==> config.mk <==
export PLATFORM = sky130hd
export DESIGN_NAME = spi_slave_regif
export DESIGN_NICKNAME = d
export VERILOG_FILES = /design/src/rtl/spi_slave_regif.sv
export SDC_FILE = /design/constraint.sdc
export NUM_CORES = 1
export LEC_CHECK = 0
export ABC_AREA = 1
export BUFFER_PORTS_ARGS = -buffer_cell sky130_fd_sc_hd__buf_2
export CORE_UTILIZATION = 58
export DETAILED_ROUTE_END_ITERATION = 10
export GPL_ROUTABILITY_DRIVEN = 0
export MAX_ROUTING_LAYER = met4
export PLACE_DENSITY = 0.81
export SYNTH_ARGS = -nofsm -noshare
export SYNTH_HDL_FRONTEND = slang
export SYNTH_SLANG_ARGS = --single-unit
==> constraint.sdc <==
create_clock -name i_PCLK -period 1.6 [get_ports i_PCLK]
set_input_delay 0.24 -clock i_PCLK [delete_from_list [all_inputs] [get_ports i_PCLK]]
set_output_delay 0.24 -clock i_PCLK [all_outputs]
set_load 0.005 [all_outputs]
==> src/rtl/spi_slave_regif.sv <==
//------------------------------------------------------------------------------
// Module   : spi_slave_regif
// Purpose  : Mode-0 SPI slave with strobe-style register interface, PCLK domain.
// Revision : 1.0 - initial release
//------------------------------------------------------------------------------
`default_nettype none

module spi_slave_regif #(
  parameter int DATA_W      = 8,
  parameter int SYNC_STAGES = 2
) (
  input  logic              i_PCLK,
  input  logic              i_PRESETn,
  input  logic              i_WR0,
  input  logic              i_WR1,
  input  logic              i_DR0,
  input  logic              i_DR1,
  input  logic [DATA_W-1:0] i_PWDATA,
  output logic [DATA_W-1:0] o_PRDATA,
  input  logic              SCK,
  input  logic              SS,
  input  logic              MOSI,
  output logic              MISO,
  output logic              MISO_OE,
  output logic              o_rx_irq
);

  localparam int c_CNT_W = $clog2(DATA_W + 1);
  localparam logic [c_CNT_W-1:0] c_LAST = c_CNT_W'(DATA_W - 1);
  localparam logic [c_CNT_W-1:0] c_FULL = c_CNT_W'(DATA_W);

  typedef enum logic [1:0] {
    S_IDLE   = 2'd0,
    S_LOAD   = 2'd1,
    S_SHIFT  = 2'd2,
    S_RELOAD = 2'd3
  } state_t;

  state_t                   r_state;
  logic [SYNC_STAGES-1:0]   r_sck_sync, r_ss_sync, r_mosi_sync;
  logic                     r_sck_d, r_ss_d;
  logic                     r_en, r_lsb;
  logic [DATA_W-1:0]        r_tx_buf, r_rx_buf, r_tx_sh, r_rx_sh;
  logic                     r_tx_empty, r_rx_full, r_overrun, r_underrun, r_frame_err;
  logic [c_CNT_W-1:0]       r_bit_cnt;
  logic                     r_miso, r_miso_oe;

  logic                     w_sck, w_ss, w_mosi;
  logic                     w_sck_rise, w_sck_fall, w_ss_rise, w_ss_fall;
  logic                     w_do_load, w_load_bit, w_tx_next_bit;
  logic [DATA_W-1:0]        w_load_data, w_tx_next, w_rx_next, w_status;
  logic                     w_unused_pwdata;

  assign w_sck      = r_sck_sync[SYNC_STAGES-1];
  assign w_ss       = r_ss_sync[SYNC_STAGES-1];
  assign w_mosi     = r_mosi_sync[SYNC_STAGES-1];
  assign w_sck_rise = w_sck & ~r_sck_d;
  assign w_sck_fall = ~w_sck & r_sck_d;
  assign w_ss_rise  = w_ss & ~r_ss_d;
  assign w_ss_fall  = ~w_ss & r_ss_d;

  // A deselect arriving with the reload fall wins, leaving tx_buf unconsumed.
  assign w_do_load  = (r_state == S_LOAD) ||
                      ((r_state == S_RELOAD) && w_sck_fall && !w_ss_rise);

  assign w_load_data   = r_tx_empty ? '0 : r_tx_buf;
  assign w_load_bit    = r_lsb ? w_load_data[0] : w_load_data[DATA_W-1];
  assign w_tx_next     = r_lsb ? (r_tx_sh >> 1) : (r_tx_sh << 1);
  assign w_tx_next_bit = r_lsb ? w_tx_next[0] : w_tx_next[DATA_W-1];
  assign w_rx_next     = r_lsb ? {w_mosi, r_rx_sh[DATA_W-1:1]}
                               : {r_rx_sh[DATA_W-2:0], w_mosi};

  assign w_status = DATA_W'({(r_state != S_IDLE), r_frame_err, r_underrun,
                             r_overrun, r_tx_empty, r_rx_full});

  assign o_PRDATA = i_DR0 ? w_status : (i_DR1 ? r_rx_buf : '0);
  assign MISO     = r_miso;
  assign MISO_OE  = r_miso_oe;
  assign o_rx_irq = r_rx_full;

  assign w_unused_pwdata = &{1'b0, i_PWDATA[DATA_W-1:3]};

  always_ff @(posedge i_PCLK or negedge i_PRESETn) begin
    if (!i_PRESETn) begin
      r_state     <= S_IDLE;
      r_sck_sync  <= '0;
      r_ss_sync   <= '1;
      r_mosi_sync <= '0;
      r_sck_d     <= 1'b0;
      r_ss_d      <= 1'b1;
      r_en        <= 1'b0;
      r_lsb       <= 1'b0;
      r_tx_buf    <= '0;
      r_rx_buf    <= '0;
      r_tx_sh     <= '0;
      r_rx_sh     <= '0;
      r_tx_empty  <= 1'b1;
      r_rx_full   <= 1'b0;
      r_overrun   <= 1'b0;
      r_underrun  <= 1'b0;
      r_frame_err <= 1'b0;
      r_bit_cnt   <= '0;
      r_miso      <= 1'b0;
      r_miso_oe   <= 1'b0;
    end else begin
      r_sck_sync  <= {r_sck_sync[SYNC_STAGES-2:0], SCK};
      r_ss_sync   <= {r_ss_sync[SYNC_STAGES-2:0], SS};
      r_mosi_sync <= {r_mosi_sync[SYNC_STAGES-2:0], MOSI};
      r_sck_d     <= w_sck;
      r_ss_d      <= w_ss;

      if (i_DR1) r_rx_full <= 1'b0;

      if (i_WR0) begin
        r_en  <= i_PWDATA[0];
        r_lsb <= i_PWDATA[1];
        if (i_PWDATA[2]) begin
          r_overrun   <= 1'b0;
          r_underrun  <= 1'b0;
          r_frame_err <= 1'b0;
        end
      end

      if (w_do_load) begin
        r_tx_sh    <= w_load_data;
        r_miso     <= w_load_bit;
        r_miso_oe  <= 1'b1;
        r_tx_empty <= 1'b1;
        r_bit_cnt  <= '0;
        r_state    <= S_SHIFT;
        if (r_tx_empty) r_underrun <= 1'b1;
      end

      case (r_state)
        S_IDLE: if (w_ss_fall && r_en) r_state <= S_LOAD;
        S_SHIFT: begin
          if (w_sck_rise) begin
            r_rx_sh   <= w_rx_next;
            r_bit_cnt <= r_bit_cnt + c_CNT_W'(1);
            if (r_bit_cnt == c_LAST) begin
              r_rx_buf  <= w_rx_next;
              r_rx_full <= 1'b1;
              if (r_rx_full) r_overrun <= 1'b1;
              r_state   <= S_RELOAD;
            end
          end else if (w_sck_fall) begin
            r_tx_sh <= w_tx_next;
            r_miso  <= w_tx_next_bit;
          end
        end
        default: ;
      endcase

      if (w_ss_rise) begin
        r_state   <= S_IDLE;
        r_miso    <= 1'b0;
        r_miso_oe <= 1'b0;
        r_bit_cnt <= '0;
        if ((r_bit_cnt != '0) && (r_bit_cnt != c_FULL)) r_frame_err <= 1'b1;
      end

      // Placed last so a write coinciding with a load leaves the new byte pending.
      if (i_WR1) begin
        r_tx_buf   <= i_PWDATA;
        r_tx_empty <= 1'b0;
      end
    end
  end

endmodule

`default_nettype wire
==> metrics.md <==
| Metric | Value |
|---|---|
| Root Driver | clkbuf_8 |
| 1st-pass router iterations | 4 |
| Layout cells sized above 1 | 0.191 |
| I/O pin cnt | 28 |
| Crit Path Class | reg2out |
| CP cell instances | inv_1 -> o22ai_1 -> buf_2 |
| Worst Path Required | roughly 1.4 ns |
| CTS tree | yes |
| Row cnt | 23 |
| Hpwl dp | 3530 µm |
| First-pass GRT wire length | about 8500 µm |
| WL per Instance | between 10 and 15 µm |
| CTS buffer count | 5 |
| CP max stage delay | 0.58 ns |
| Max Slew Vio Count | 0 |
| Synthesized area | ~2600 µm² |
| Port buffer count | 27 |
| Via count | just over 2,000 |
| Hold_ws | 0.0207 ns |
| Antenna viol nets, final | 0 |
| Status | finished, final reports clean |
| Largest net degree at the start of global routing | 39 |
| Setup crit end kind | output port |
| Register bit count reported by yosys | 55 |
| Most frequent cells in the layout | 91 x nand2_1, 51 x dfrtp_1, 48 x inv_1, 28 x o21ai_0, 27 x buf_2 |
| Antenna violations before repair | 0 |
| Full die area | between 4000 and 5000 µm² |
| Area leader, netlist | dfrtp_1 |
| Clock buffer depth | 2 |
| Min Tclk post-route | roughly 1.5 ns |
| Final-report setup violation count | 0 |
| Starting DRT DRC Count | about 140 |
| DIE HEIGHT | 68.7 µm |
| Synth top area share | 0.494 |
| Most common cell after layout, fill and taps aside | nand2_1 |
| Max-cap violations | 0 |
| Power per Cell Area | 1220 nW/µm² |
| Relative slew slack | 0.711 |
| All-Layer GR Usage | 0.259 |
| RSZ-0062 raised after global routing | false |
| Avg Cell Area, Syn | 8.25 µm² |
| Final hold violation count | 0 |
| Worst Path Arrival | between 1 and 1.5 ns |
| Crit-path max FO | 5 |
| Final WL | 5020 µm |
| Setup_tns | 0 ns |
| Worst-Margin Slew | ~0.43 ns |
| Worst Skew | ~0.014 ns |
| Multi-input combinational cell area | a little under 1000 µm² |
| Core Area | about 4100 µm² |
| # fillers | approximately 340 |
| Post-layout util | 0.711 |
| Vias in the first global route | about 1,900 |
| Final worst path period share | 0.956 |
| Hold Path Class | in2reg |
| Syn_nets | roughly 330 |
| Crit-path slowest cell | dfstp_2 |
| Synth unique cells | 26 |
| Die W | around 69 µm |
| CTS clk-pin slew, worst paths | approximately 0.10 ns |
| Skew-Pair Late Insertion Delay | about 0.31 ns |
| Nets@finish | 369 |
| Reg area | roughly 1400 µm² |
| Syn Inst Count | 313 |
| Post-synthesis sequential area ratio | 0.535 |
| Max Clock Freq | 654 MHz |
| Drt drc | 0 |
| # diodes | 0 |
| Global route overflow | 0 |
| Startpoint Class | flop |
| Area delta synth->final | 14.1% |
| Area contributors post-synth | dfrtp_1 49%, nand2_1 14%, inv_1 7.0%, o21ai_0 5.4%, dfstp_2 4.1% |
| LEAKAGE | 1.51 nW |
| Vias per std cell | slightly above 5 |
| Clock tree sinks | 55 |
| CTS H-tree depth | 2 |
| Initial Util | 0.623 |
| VDD IR max | 800 µV |
| Synth warn | 0 |
routing by layer:
metal	track usage	wire length, µm	vias up	part of all wire
met2	0.370	2150	55	0.43
met5	-	0	-	0
met3	0.0609	236	7	0.047
li1	-	-	1055	-
met1	0.362	2560	930	0.51
met4	0.0918	77	0	0.015
worst max-delay path, delay by kind of cell (launching register included):
family / cells / cell delay, ns
buffers and inverters: 2 / 0.23
flip-flops: 1 / 0.58
AO/OA/AOI/OAI: 1 / 0.16
power breakdown:
group	internal [mW]	switching, mW	leakage (nW)
registers	1.65	0.171	0.700
logic	0.356	0.567	0.758
clock network	0.363	0.470	0.0522
cells by family after synthesis:
kind of cell	count (synthesis)	share of synthesized area
AOI/OAI and AO/OA	63	0.139
adders and majority gates	2	0.00969
buffers and inverters	59	0.0935
DFF	55	0.535
muxes	1	0.00436
and+or+nand+nor	133	0.219
timing repair:
item                                    4_1_cts  5_1_grt
resized for setup                             0        2
hold buffers                                  2        0
endpoints found under the setup margin        0       18
endpoints found under the hold margin        18        0
buffers inserted                              0        3
registers in the layout, summed over array words and instances (netlist names), 2 cells and up:
register	count
r_rx_sh	8
r_sck_sync	2
r_ss_sync	2
r_mosi_sync	2
r_rx_buf	8
r_bit_cnt	4
r_state	2
r_tx_buf	8
r_tx_sh	8
path summary, 6_finish.rpt:
path	from	endpoint	slack (ns)	cells after the start
min in group asynchronous	i_PRESETn	r_rx_buf[6]	0.38	2
max	r_tx_empty	o_PRDATA[1]	0.07	3
min	MOSI	r_mosi_sync[0]	0.02	1
min reg2reg	r_mosi_sync[0]	r_mosi_sync[1]	0.37	0
max reg2reg	r_ss_d	r_tx_sh[1]	0.17	7
max in group asynchronous	i_PRESETn	r_tx_empty	0.61	3
through the flow:
stage	total power, mW	setup slack [ns]	std cells	area, µm²
after floorplan	2.47	0.270	313	2580
after global routing	3.84	0.0163	401	2950
after detailed placement	2.75	0.0631	388	2790
final	3.58	0.0704	401	2950
after CTS	3.59	0.00764	398	2910
after global placement	2.72	0.120	388	2790
layout make-up:
cell class,instances,share of cell area
multi-input cells,199,0.327
repair buffers,38,0.0840
inverters,51,0.0649
well taps,50,0.0212
flip-flops and latches,55,0.469
clock inverters,2,0.00594
clock buffers,6,0.0280
Yosys cell counts:
| library cell | count |
|---|---|
| clkinv_1 | 1 |
| nand4_1 | 3 |
| o22ai_1 | 3 |
| clkbuf_1 | 3 |
| nand2_1 | 93 |
| mux2_2 | 1 |
| inv_2 | 2 |
| o211ai_1 | 1 |
| a21oi_2 | 9 |
| nor2_4 | 2 |
| buf_2 | 1 |
| a21oi_1 | 5 |
| nand3_1 | 14 |
| nand2_2 | 1 |
| nor2_1 | 18 |
| nand4_4 | 1 |
| a31oi_1 | 2 |
| buf_6 | 1 |
| buf_4 | 3 |
| o21ai_1 | 15 |
| dfstp_2 | 4 |
| dfrtp_1 | 51 |
| inv_1 | 48 |
| o21ai_0 | 28 |
| ha_1 | 2 |
| nand3_2 | 1 |
(Power assumes the default switching activity.)
